**src/rtl/fabric_cfg_pkg.sv**
```systemverilog
// rtl/fabric_cfg_pkg.sv - shared types and helpers for the column configuration stage
package fabric_cfg_pkg;

  localparam int FRAME_SELECT_WIDTH = 5;

  typedef enum logic [1:0] {
    IDLE   = 2'd0,
    SETUP  = 2'd1,
    STROBE = 2'd2,
    HOLD   = 2'd3
  } state_t;

  // Bits needed to hold values 0..value-1, never less than one bit.
  function automatic int clog2(input int value);
    int result;
    int v;
    result = 0;
    v = value - 1;
    while (v > 0) begin
      result = result + 1;
      v = v >> 1;
    end
    return (result < 1) ? 1 : result;
  endfunction

endpackage

```
**src/rtl/frame_strobe_decoder.sv**
```systemverilog
// rtl/frame_strobe_decoder.sv - frame index to one-hot strobe with out-of-range flag
module frame_strobe_decoder
  import fabric_cfg_pkg::*;
#(
  parameter int MaxFramesPerCol  = 20,
  parameter int FrameSelectWidth = FRAME_SELECT_WIDTH
) (
  input  logic [FrameSelectWidth-1:0] frame,
  output logic [MaxFramesPerCol-1:0]  onehot,
  output logic                        out_of_range
);

  always_comb begin
    onehot = '0;
    for (int i = 0; i < MaxFramesPerCol; i++) begin
      onehot[i] = (32'(frame) == i);
    end
    out_of_range = (32'(frame) >= MaxFramesPerCol);
  end

endmodule

```
**src/rtl/frame_strobe_sequencer.sv**
```systemverilog
// rtl/frame_strobe_sequencer.sv - timed one-hot FrameStrobe sequencer for one fabric column
// Optional FRAME_STROBE_COUNT_EN adds a saturating strobe_count output.
module frame_strobe_sequencer
  import fabric_cfg_pkg::*;
#(
  parameter int MaxFramesPerCol  = 20,
  parameter int FrameSelectWidth = FRAME_SELECT_WIDTH,
  parameter int Col              = 0,
  parameter int SettleCycles     = 1,
  parameter int PulseCycles      = 2,
  parameter int HoldCycles       = 1
) (
  input  logic                        UserCLK,
  input  logic                        rst,
  input  logic                        req_valid,
  output logic                        req_ready,
  input  logic [FrameSelectWidth-1:0] req_col,
  input  logic [FrameSelectWidth-1:0] req_frame,
  output logic [MaxFramesPerCol-1:0]  FrameStrobe,
  output logic                        busy,
  output logic                        err
`ifdef FRAME_STROBE_COUNT_EN
  ,
  output logic [15:0]                 strobe_count
`endif
);

  localparam int MaxPhase = (SettleCycles > PulseCycles)
                            ? ((SettleCycles > HoldCycles) ? SettleCycles : HoldCycles)
                            : ((PulseCycles > HoldCycles) ? PulseCycles : HoldCycles);
  localparam int CntW = clog2(MaxPhase + 1);
  localparam logic [CntW-1:0] SettleLoad = CntW'(SettleCycles - 1);
  localparam logic [CntW-1:0] PulseLoad  = CntW'(PulseCycles - 1);
  localparam logic [CntW-1:0] HoldLoad   = CntW'(HoldCycles - 1);

  state_t                      state, state_nx;
  logic [CntW-1:0]             cnt, cnt_nx;
  logic [FrameSelectWidth-1:0] frame_q;
  logic [FrameSelectWidth-1:0] dec_frame;
  logic [MaxFramesPerCol-1:0]  dec_onehot;
  logic                        dec_oor;
  logic                        run_q;
  logic                        accept;
  logic                        col_hit;
  logic                        load_frame;
  logic                        err_nx;

  // Ready is held low until the first edge after reset release.
  assign req_ready = run_q && (state == IDLE);
  assign busy      = (state != IDLE);
  assign accept    = req_valid && req_ready;
  assign col_hit   = (req_col == FrameSelectWidth'(Col));
  assign dec_frame = (state == IDLE) ? req_frame : frame_q;

  frame_strobe_decoder #(
    .MaxFramesPerCol (MaxFramesPerCol),
    .FrameSelectWidth(FrameSelectWidth)
  ) u_decoder (
    .frame       (dec_frame),
    .onehot      (dec_onehot),
    .out_of_range(dec_oor)
  );

  always_comb begin
    state_nx   = state;
    cnt_nx     = cnt;
    load_frame = 1'b0;
    err_nx     = 1'b0;
    case (state)
      IDLE: begin
        if (accept && col_hit) begin
          if (dec_oor) begin
            err_nx = 1'b1;
          end else begin
            state_nx   = SETUP;
            cnt_nx     = SettleLoad;
            load_frame = 1'b1;
          end
        end
      end
      SETUP: begin
        if (cnt == '0) begin
          state_nx = STROBE;
          cnt_nx   = PulseLoad;
        end else begin
          cnt_nx = cnt - 1'b1;
        end
      end
      STROBE: begin
        if (cnt == '0) begin
          state_nx = HOLD;
          cnt_nx   = HoldLoad;
        end else begin
          cnt_nx = cnt - 1'b1;
        end
      end
      HOLD: begin
        if (cnt == '0) begin
          state_nx = IDLE;
          cnt_nx   = '0;
        end else begin
          cnt_nx = cnt - 1'b1;
        end
      end
      default: begin
        state_nx = IDLE;
        cnt_nx   = '0;
      end
    endcase
  end

  // The strobe register is the registered image of STROBE, so it trails the state by one edge.
  always_ff @(posedge UserCLK or negedge rst) begin
    if (!rst) begin
      state       <= IDLE;
      cnt         <= '0;
      frame_q     <= '0;
      FrameStrobe <= '0;
      err         <= 1'b0;
      run_q       <= 1'b0;
    end else begin
      state       <= state_nx;
      cnt         <= cnt_nx;
      run_q       <= 1'b1;
      err         <= err_nx;
      FrameStrobe <= (state == STROBE) ? dec_onehot : '0;
      if (load_frame) begin
        frame_q <= req_frame;
      end
    end
  end

`ifdef FRAME_STROBE_COUNT_EN
  logic strobe_entry;
  assign strobe_entry = (state == SETUP) && (cnt == '0);

  always_ff @(posedge UserCLK or negedge rst) begin
    if (!rst) begin
      strobe_count <= '0;
    end else if (strobe_entry && (strobe_count != 16'hFFFF)) begin
      strobe_count <= strobe_count + 16'd1;
    end
  end
`endif

endmodule
```
**config.mk**
```make
export PLATFORM = sky130hd
export DESIGN_NAME = frame_strobe_sequencer
export DESIGN_NICKNAME = d
export VERILOG_FILES = /design/src/rtl/fabric_cfg_pkg.sv /design/src/rtl/frame_strobe_decoder.sv /design/src/rtl/frame_strobe_sequencer.sv
export SDC_FILE = /design/constraint.sdc
export NUM_CORES = 1
export LEC_CHECK = 0
export ABC_AREA = 1
export BUFFER_PORTS_ARGS = -buffer_cell sky130_fd_sc_hd__buf_2
export CORE_MARGIN = 2
export CORE_UTILIZATION = 51
export CTS_BUF_LIST = sky130_fd_sc_hd__clkbuf_16
export CTS_CLUSTER_SIZE = 16
export DETAILED_ROUTE_END_ITERATION = 6
export HOLD_SLACK_MARGIN = 0.03
export PLACE_DENSITY_LB_ADDON = 0.3
export SYNTH_ARGS = -nofsm -noshare
export SYNTH_HDL_FRONTEND = slang
export SYNTH_SLANG_ARGS = --single-unit
export TNS_END_PERCENT = 10
```
**constraint.sdc**
```tcl
create_clock -name UserCLK -period 2.05 [get_ports UserCLK]
set_input_delay 0.1025 -clock UserCLK [delete_from_list [all_inputs] [get_ports UserCLK]]
set_output_delay 0.1025 -clock UserCLK [all_outputs]
set_load 0.01 [all_outputs]
```
==> impl_metrics.csv <==
group,metric,value,unit
layout,drive_gt1_frac,0.3060,
power,power_frac_seq,0.339,
worst_setup_path,critPathMaxStageDelay,0.41,ns
detailed_routing,drt_iter0_markers,9,
layout,instances_no_fill,213,
yosys,synth_area,1336,um2
sta,finalCritPeriodShare,0.8705,
die,std_cell_rows,18,
die,die_x,55.19,um
global_route,grt_usage,0.1970,
clocking,clk_latency,0.27,ns
worst_setup_path,crit_required,2.24,ns
placed_design,postPlaceCellArea,1526,um2
sta,finalSetupViolations,0,
layout,layout_commonest_cell,"buf_2",
sta,rsz0062_at_grt,"no",
worst_setup_path,cpMostUsedCell,"nor2_1",
global_route,antenna_found_initial,0,
worst_setup_path,cp-end-kind,"flop",
yosys,post_synth_num_cell_types,20,
worst_setup_path,start_kind,"flop",
yosys,synth_nets,159,
clocking,clk_pin_slew,0.05,ns
detailed_routing,vias_per_cell,4.765,
worst_setup_path,r2r_end,"FrameStrobe[0]",
power,p_int,1377,uW
sta,finalCriticalPeriod,1.785,ns
yosys,synth_cells,142,
placed_design,gp_congestion,0.7984,
sta,tightest_slew,0.6414,ns
layout,final_area,1673,um2
power,p_comb_frac,0.359,
worst_hold_path,min_from,"req_frame[0]",
die,die_h,55.19,um
global_route,grt_pass1_wl,4036,um
die,start_util,0.5394,
power,sw_frac_of_total,0.3698,
yosys,synth-seq-area-share,0.5805,
run,max-cap-violations,0,
power,totalPowerFinal,2185,uW
layout,post-route-util,0.6753,
clocking,cts.path.max_buffers,2,
detailed_routing,drc_errors,0,
worst_setup_path,r2r-start,"state[0]",
power,power.density,1306,nW/um2
sta,finalHoldViolations,0,
sta,drv_slew,0,
global_route,grt_pass1_vias,949,
placed_design,placed_cells,205,
worst_setup_path,cp_max_fo,12,
worst_setup_path,crit_type,"reg2reg",
detailed_routing,vias,1015,
clocking,cts_sinks,31,
global_route,overflow,0,
placed_design,portBuffers,35,
layout,area_delta_synth_final,25.19,%
worst_hold_path,holdPathStages,3,
die,io_pins,36,
clocking,cts_tree,"done",
global_route,grt_max_degree,32,
yosys,ys_warn_count,0,
die,dieArea,3045,um2
layout,diodes,0,
sta,fmax,560.3,MHz
clocking,cts_buffers,5,
sta,slew_headroom,0.5724,
power,p_clk_frac,0.303,
detailed_routing,wl_per_cell,11.23,um
layout,nFillCells,201,
layout,mostFrequentLayoutCells,"buf_2 (35), dfrtp_1 (31), nand2_1 (26)",
power,cellLeakagePower,0.0009674,uW
worst_setup_path,crit_slowest_cell,"dfrtp_1",
run_status,status,"finished clean",
power,vdd_drop_max,0.0009293,V
clocking,clock-root-buffer,"clkbuf_16",
worst_setup_path,arrival,1.97,ns
sta,skew,0.004214,ns
worst_hold_path,hp-class,"in2reg",
clocking,htree_levels,2,
detailed_routing,first_pass_iters,4,
yosys,ys_seq_elements,31,
layout,nets,200,
die,core,2477,um2
sta,setup_tns,0,ns
detailed_routing,totalWireLength,2391,um
yosys,syn_area_per_cell,9.410,um2
worst_setup_path,cp_cell_sequence,"inv_1, ha_2, inv_2, nand2_1, o21ai_2, nor2_1, nand3_1, nor2_1",
placed_design,dp_hpwl,1807,um
worst_setup_path,r2r_slack,0.27,ns
power,p_switching,808.1,uW
detailed_routing,antenna_left,0,
worst_setup_path,r2r_cells,8,
worst_hold_path,hold_path_end,"frame_q[0]",
-- through the flow --
| step | worst slack [ns] | hold slack [ns] |
|---|---|---|
| final | 0.2654 | 0.1127 |
| after global routing | 0.05181 | 0.1341 |
| after CTS | 0.1363 | 0.1122 |
| after detailed placement | 0.1658 | 0.1618 |
| after global placement | 0.2446 | 0.1596 |
| after floorplan | 0.5132 | -0.1931 |
-- power by group through the flow --
stage	Sequential (uW)	Combinational, uW	Clock [uW]
2_1_floorplan	759	591	0
3_3_place_gp	744	742	0
3_5_place_dp	749	775	0
4_1_cts	741	780	675
5_1_grt	753	892	704
6_report	740	784	661
-- cells by family after synthesis --
logic type      count (synthesis)  share of synthesized area
simple gates                   72                     0.2472
compound gates                 10                    0.05336
other cells                     1                   0.002806
flops                          31                     0.5805
buf+inv                        24                    0.07865
fa+ha+maj                       4                    0.03745
-- synth_stat cells (all sizes together) --
master	instances	area (um2)
conb	1	3.750
nor2	22	85.09
o21ai	9	63.80
nand4	3	18.77
and2	1	6.260
nor3	4	20.02
buf	2	22.52
o211ai	1	7.510
nand3	10	55.05
nand2	32	145.1
inv	22	82.58
dfrtp	31	775.7
ha	4	50.05
-- registers in the layout (all words and copies together), names as in the netlist --
signal and count:
err 1, cnt 2, state 2, run_q 1, frame_q 5, FrameStrobe 20
-- layer usage --
layer  GRT usage  up-vias  wire length (um)
met2      0.3512       28              1255
met3     0.08871        0               171
met5           0        -                 0
li1            -      518                 -
met4     0.04878        0                 0
met1      0.2119      469               964
-- repair_timing --
action                                 4_1_cts  5_1_grt
hold buffers                                 1        0
gates resized for setup                      0        1
endpoints found under the hold margin       31        0
setup buffers                                0        0
setup endpoints to repair                    0       22
-- area by class of cell --
class	instances	area (um2)	area share
flip-flops and latches	31	775.7	0.4637
multi-input cells	87	457.9	0.2737
repair buffers	36	185.2	0.1107
clock buffers	5	125.1	0.07479
inverters	22	82.58	0.04936
well taps	30	37.54	0.02244
clock inverters	2	8.758	0.005236
-- worst max-delay path by stage --
stage / start / endpoint / slack [ns] / cells after the start
global route: state[1] / FrameStrobe[1] / 0.05 / 8
global placement: state[0] / FrameStrobe[0] / 0.24 / 8
detailed placement: state[0] / frame_q[2] / 0.17 / 10
finish: state[0] / FrameStrobe[0] / 0.27 / 8
floorplan: state[0] / frame_q[4] / 0.51 / 11
CTS: state[0] / FrameStrobe[0] / 0.14 / 8
-- critical path, delay by kind of cell, from the launching register on --
family	cells	cell delay, ns
AO/OA/AOI/OAI	1	0.08
buffers and inverters	2	0.22
flip-flops	1	0.41
adder cells (fa/ha/maj)	1	0.32
AND/OR/NAND/NOR	4	0.68
Note: power is estimated with default switching activity, not from simulation.
